## config.mk

```make
export PLATFORM = sky130hd
export DESIGN_NAME = membrane_ctrl
export DESIGN_NICKNAME = d
export VERILOG_FILES = /design/src/rtl/membrane_ctrl.sv
export SDC_FILE = /design/constraint.sdc
export NUM_CORES = 1
export LEC_CHECK = 0
export CAP_MARGIN = 10
export CORE_MARGIN = 4
export CORE_UTILIZATION = 25
export DETAILED_ROUTE_END_ITERATION = 10
export SETUP_SLACK_MARGIN = 0.1
export SLEW_MARGIN = 20
export SYNTH_ARGS = -nofsm -noshare
export SYNTH_HDL_FRONTEND = slang
export SYNTH_SLANG_ARGS = --single-unit
```

## constraint.sdc

```tcl
create_clock -name clk -period 2.79 [get_ports clk]
set_clock_uncertainty 0.15 [all_clocks]
set_input_delay 0.4185 -clock clk [delete_from_list [all_inputs] [get_ports clk]]
set_output_delay 0.4185 -clock clk [all_outputs]
set_load 0.01 [all_outputs]
```

## src/rtl/membrane_ctrl.sv

```systemverilog
// Player control block: debounces the three board buttons, then on each frame strobe
// updates the shared membrane type, membrane_on and the freeze countdown for every molecule.
module membrane_ctrl #(
  parameter int DB_CYCLES     = 500000,
  parameter int DB_W          = 20,
  parameter int FREEZE_FRAMES = 120
) (
  input  logic       clk,
  input  logic       reset_n,
  input  logic       frame,
  input  logic       btnU,
  input  logic       btnC,
  input  logic       btnD,
  output logic       no_membrane,
  output logic       magenta_membrane,
  output logic       red_membrane,
  output logic       blue_membrane,
  output logic       membrane_on,
  output logic       freeze,
  output logic [7:0] freeze_left
);

  typedef enum logic [1:0] {T_NONE, T_MAGENTA, T_RED, T_BLUE} mtype_t;
  typedef enum logic {RUN, FROZEN} frz_t;

  localparam logic [DB_W-1:0] DB_LAST = DB_W'(DB_CYCLES - 1);
  localparam int BU = 0;
  localparam int BC = 1;
  localparam int BD = 2;

  logic [2:0]      raw;
  logic [2:0]      sync1_reg;
  logic [2:0]      sync2_reg;
  logic [2:0]      db_reg;
  logic [2:0]      pend_reg;
  logic [2:0]      rise;
  logic [DB_W-1:0] cnt_reg [3];

  assign raw = {btnD, btnC, btnU};

  // The counter measures how long the synced level has disagreed with the accepted level;
  // a press is the cycle in which a high level is finally accepted.
  always_comb begin
    rise = '0;
    for (int i = 0; i < 3; i++) begin
      rise[i] = sync2_reg[i] & ~db_reg[i] & (cnt_reg[i] == DB_LAST);
    end
  end

  always_ff @(posedge clk or negedge reset_n) begin
    if (!reset_n) begin
      sync1_reg <= '0;
      sync2_reg <= '0;
      db_reg    <= '0;
      pend_reg  <= '0;
      for (int i = 0; i < 3; i++) cnt_reg[i] <= '0;
    end else begin
      sync1_reg <= raw;
      sync2_reg <= sync1_reg;
      // A press landing on the frame cycle survives into the next frame.
      pend_reg  <= frame ? rise : (pend_reg | rise);
      for (int i = 0; i < 3; i++) begin
        if (sync2_reg[i] == db_reg[i]) begin
          cnt_reg[i] <= '0;
        end else if (cnt_reg[i] == DB_LAST) begin
          db_reg[i]  <= sync2_reg[i];
          cnt_reg[i] <= '0;
        end else begin
          cnt_reg[i] <= cnt_reg[i] + DB_W'(1);
        end
      end
    end
  end

  mtype_t type_reg;
  mtype_t type_adv;
  mtype_t type_next;
  frz_t   frz_reg;
  logic   on_next;
  logic   frame_run;

  assign frame_run = frame && (frz_reg == RUN);

  always_comb begin
    type_adv  = T_NONE;
    type_next = type_reg;
    on_next   = membrane_on;
    case (type_reg)
      T_NONE:    type_adv = T_MAGENTA;
      T_MAGENTA: type_adv = T_RED;
      T_RED:     type_adv = T_BLUE;
      default:   type_adv = T_NONE;
    endcase
    if (frame_run && pend_reg[BU]) type_next = type_adv;
    if (type_next == T_NONE) on_next = 1'b0;
    else if (frame_run && pend_reg[BC] && (type_reg != T_NONE)) on_next = ~membrane_on;
  end

  always_ff @(posedge clk or negedge reset_n) begin
    if (!reset_n) begin
      type_reg         <= T_NONE;
      frz_reg          <= RUN;
      no_membrane      <= 1'b1;
      magenta_membrane <= 1'b0;
      red_membrane     <= 1'b0;
      blue_membrane    <= 1'b0;
      membrane_on      <= 1'b0;
      freeze           <= 1'b0;
      freeze_left      <= '0;
    end else begin
      type_reg         <= type_next;
      no_membrane      <= (type_next == T_NONE);
      magenta_membrane <= (type_next == T_MAGENTA);
      red_membrane     <= (type_next == T_RED);
      blue_membrane    <= (type_next == T_BLUE);
      membrane_on      <= on_next;
      if (frame) begin
        if (frz_reg == RUN) begin
          if (pend_reg[BD]) begin
            frz_reg     <= FROZEN;
            freeze      <= 1'b1;
            freeze_left <= 8'(FREEZE_FRAMES);
          end
        end else if (pend_reg[BD] || (freeze_left == 8'd1)) begin
          frz_reg     <= RUN;
          freeze      <= 1'b0;
          freeze_left <= '0;
        end else begin
          freeze_left <= freeze_left - 8'd1;
        end
      end
    end
  end

endmodule

```

# ---- Word-level counts from Yosys, hierarchy flattened
# Cells that the tools add are included.
dict set report totals {
  register_bits 89
  latch_bits 0
  mem_bits_rw 0
  rom_bits 0
  input_bits 6
  out_inout_bits 14
  word_cells 85
  memories 0
}
dict set report op_classes {
  add_sub_neg 4
  multipliers 0
  div 0
  order_cmp 0
  n_eq_ne 13
  shifts 0
  muxes 20
  bitwise_logic 15
  reduce_logical 15
}
# cell count
set ops {}
lappend ops {{$mux W20} 6}
lappend ops {{$add A20 B1 Y20 const B} 3}
lappend ops {{$eq A20 B19 Y1 const B} 3}
lappend ops {{$mux W8} 3}
lappend ops {{$eq A8 B1 Y1 const B} 1}
lappend ops {{$mux W1} 8}
lappend ops {{$not A1 Y1} 8}
lappend ops {{$reduce_and A2 Y1} 4}
lappend ops {{$sub A8 B1 Y8 const B} 1}
lappend ops {{$and A1 B1 Y1} 6}
lappend ops {{$eq A2 B2 Y1 const B} 3}
lappend ops {{$pmux W2 S3} 1}
lappend ops {{$reduce_bool A2 Y1} 3}
lappend ops {{$eq A2 B1 Y1 const B} 2}
lappend ops {{$logic_and A1 B1 Y1} 4}
lappend ops {{$logic_not A2 Y1} 2}
lappend ops {{$eq A1 B1 Y1} 3}
lappend ops {{$mux W3} 1}
lappend ops {{$or A3 B3 Y3} 1}
lappend ops {{$reduce_and A3 Y1} 1}
lappend ops {{$mux W2} 1}
lappend ops {{$ne A2 B1 Y1 const B} 1}
lappend ops {{$logic_or A1 B1 Y1} 1}

# ---- Longest topological paths before layout
dict set report depth {
  ltp_word 6
  ltp_mapped 8
  mapped_depth_nobuf 8
}

# ---- Least setup slack after synthesis
# OpenSTA, ideal clock, no wires.
dict set report synth_path {
  path_kind {reg-to-reg}
  startpoint {register cnt_reg[26] in the netlist's numbering}
  endpoint {register db_reg[1]}
  setup_ns 0.125
  arrival_time_ns 1.975
  required_ns 2.515
  slack_ns 0.541
  path_stages_with_launch 5
  path_buffers 0
  period_less_slack_ns 2.249
  path_cell_list {dfrtp_1 -> or4_1 -> or4_4 -> nor3_1 -> mux2_2}
}
dict set report synth_via {
  elab_chain_len 2
}
# element line
set synth_rtl {}
lappend synth_rtl {{start: declaration} 37} ;# logic [DB_W-1:0] cnt_reg [3];
lappend synth_rtl {{start signal: indexed assignment} 69} ;# cnt_reg[i] <= cnt_reg[i] + DB_W'(1);
lappend synth_rtl {{$eq A20 B19 Y1} 65} ;# end else if (cnt_reg[i] == DB_LAST) begin
lappend synth_rtl {{$reduce_and A2 Y1 (no line)} -}
lappend synth_rtl {{end signal: indexed assignment} 66} ;# db_reg[i] <= sync2_reg[i];
lappend synth_rtl {{end: declaration} 34} ;# logic [2:0] db_reg;
# No other way between the ends.
# A chain may end at the register's enable or synchronous reset.

# ---- Final worst setup path
# Same ends and word-level chain as after synthesis.

==> reports/metrics.yaml <==
placementRows: 47
grt_pass1_vias: 3215
slew-limit-headroom: 0.606
cts.reportedPaths.clkPinSlew_ns: 0.07
numClockSinks: 89
placed_cell_area_sq_um: 4750
clk_path_buf_depth: 2
status: "finished, final reports clean"
regArea_sq_um: 2230
port_buffers: 19
synth_cell_types: 44
finalWirelength_um: 8370
cp-end-kind: "flip-flop"
clock_latency_ns: 0.34
synth_nets: 445
grt_pass1_wl_um: 15300
die_area_sq_um: 19300
cts_tree: "built"
ctsResizeCount: 0
largest_register_ffs: 60
num-fill-cells: 1734
syn-instance-count: 429
syn_avg_cell_area_sq_um: 10.0
worstMarginPinSlew_ns: 0.584
routabilityCongestion: 0.779
cts_buffers: 9
insertedDiodeCount: 0
crit_fanout: 6
via_per_inst: 4.68
grt_max_degree: 56
track_usage: 0.0929
place_inst: 663
netlist_area_sq_um: 4290
cts_root_buf: "clkbuf_16"
final_hold_viol_count: 0
fmax_mhz: 428
layoutNonFillerInstCount: 680
pwr_density_cell_nw_per_um2: 517
crit_path_start_kind: "flip-flop"
hold_ws_ns: 0.209
critPathKind: "reg -> reg"
firstDrtPassIters: 4
route.detailed.drc: 0
ioPinCount: 20
synth-seq-area-share: 0.519
drive_gt1_frac: 0.0717
vdd_drop_max_v: 0.000348
final_util: 0.303
coreArea_sq_um: 16700
antenna_found_initial: 0
multi_input_area_sq_um: 1950
cts_max_level: 3
drv_slew: 0
layout_common_cells: "dfrtp_1, nor2_1, nand2_1"
syn_to_final_growth_pct: 18.0
fin_setup_tns_ns: 0
hold_class: "reg -> reg"
finalInstanceArea_sq_um: 5060
setup_viol: 0
final_common_cell: "dfrtp_1"
power_mw: 2.62
cap_violations: 0
grt_overflow: 0
fin_nets: 471
synth_warnings: 0
fin_crit_sh: 0.837
dpl.hpwl_um: 5830
drt-wirelength-per-cell_um: 12.3
num_vias: 3179
p_leak_nw: 2.03
die-width_um: 139
dieHeight_um: 139
initial_core_util: 0.257
arrival_ns: 2.41
synth-seq-cells: 89
rsz0062_at_grt: "no"
fin_ws_ns: 0.456
antenna_left: 0
required_ns: 2.86
dp_slack_ns: 0.402
drt-initial-drc-count: 214
fin_crit_ns: 2.33
-- worst max-delay path, stage by stage (launching register included) --
cell and delay (ns):
dfrtp_1 0.43, or4_1 0.53, or4_4 0.57, nor3_1 0.19, mux2_2 0.36
-- cell type report --
cell class              count  area share
well taps                 220      0.0544
flip-flops and latches     89       0.440
multi-input cells         313       0.385
repair buffers             24      0.0474
clock inverters             7      0.0151
clock buffers               9      0.0445
inverters                  18      0.0133
-- path summary, 6_finish.rpt --
path	endpoint	slack [ns]	startpoint	cells after the start
worst min register to register	sync2_reg[1]	0.21	sync1_reg[1]	0
worst max register to register	db_reg[1]	0.46	cnt_reg[26]	4
max in group asynchronous	cnt_reg[26]	1.42	reset_n	3
min in group asynchronous	cnt_reg[53]	0.43	reset_n	2
worst max-delay path	db_reg[1]	0.46	cnt_reg[26]	4
worst min-delay path	sync2_reg[1]	0.21	sync1_reg[1]	0
-- cell families (layout without fill, tap and decap cells) --
logic type	Yosys count	after routing	synth area share
and+or+nand+nor	204	204	0.245
muxes	8	8	0.0195
xor gates and xnor gates	43	43	0.0878
DFF	89	89	0.519
adders and majority gates	10	10	0.0292
AOI/OAI and AO/OA	48	48	0.0726
buffers and inverters	27	58	0.0262
-- Yosys cell counts --
cell type | instances | area share
ha_1 | 10 | 0.029
nor4b_1 | 2 | 0.0041
buf_6 | 1 | 0.0026
a21oi_1 | 12 | 0.014
nand3_1 | 15 | 0.017
or2_2 | 3 | 0.0044
nor3_1 | 14 | 0.016
o22a_1 | 1 | 0.0020
xnor2_1 | 25 | 0.051
dfstp_2 | 1 | 0.0061
a31oi_1 | 2 | 0.0029
a22o_1 | 3 | 0.0061
nand2_1 | 28 | 0.024
nand3b_1 | 1 | 0.0017
or3_1 | 10 | 0.015
and4_2 | 1 | 0.0023
mux2i_1 | 5 | 0.012
and4_1 | 5 | 0.010
o221ai_1 | 1 | 0.0020
and2_1 | 1 | 0.0015
o21ai_0 | 18 | 0.021
nor3b_1 | 3 | 0.0052
inv_1 | 18 | 0.016
or4b_1 | 1 | 0.0023
nand2b_1 | 3 | 0.0044
o21bai_4 | 1 | 0.0044
or4_4 | 1 | 0.0026
mux2_2 | 3 | 0.0079
nor2_1 | 67 | 0.059
and2_0 | 1 | 0.0015
nor4_1 | 14 | 0.020
xor2_1 | 18 | 0.037
buf_4 | 1 | 0.0017
and3_1 | 1 | 0.0015
a211o_1 | 2 | 0.0041
dfrtp_1 | 88 | 0.51
o311ai_0 | 1 | 0.0020
or4_1 | 9 | 0.016
nand4bb_1 | 1 | 0.0026
nand4_1 | 23 | 0.034
o21bai_2 | 2 | 0.0052
o21bai_1 | 1 | 0.0017
o31ai_1 | 4 | 0.0070
clkbuf_1 | 7 | 0.0061
-- repair_timing --
action / 4_1_cts / 5_1_grt
endpoints found under the hold margin: 33 / 0
hold buffers: 1 / 0
setup buffers: 0 / 0
-- layer usage --
layer | share of wire | global-route usage | wire [um] | vias to the layer above
met1 | 0.50 | 0.126 | 4200 | 1549
met3 | 0.034 | 0.0286 | 281 | 9
met5 | 0 | 0 | 0 | -
met4 | 0.010 | 0.0227 | 87 | 0
li1 | - | - | - | 1582
met2 | 0.45 | 0.145 | 3800 | 39
-- report_power, final --
part / leakage, nW / internal, mW / switching (mW) / total [mW]
registers: 1.22 / 1.31 / 0.0144 / 1.32
logic: 0.673 / 0.0279 / 0.0544 / 0.0823
clock network: 0.143 / 0.702 / 0.515 / 1.22
total: 2.03 / 2.03 / 0.584 / 2.62
Note: power is estimated with default switching activity, not from simulation.
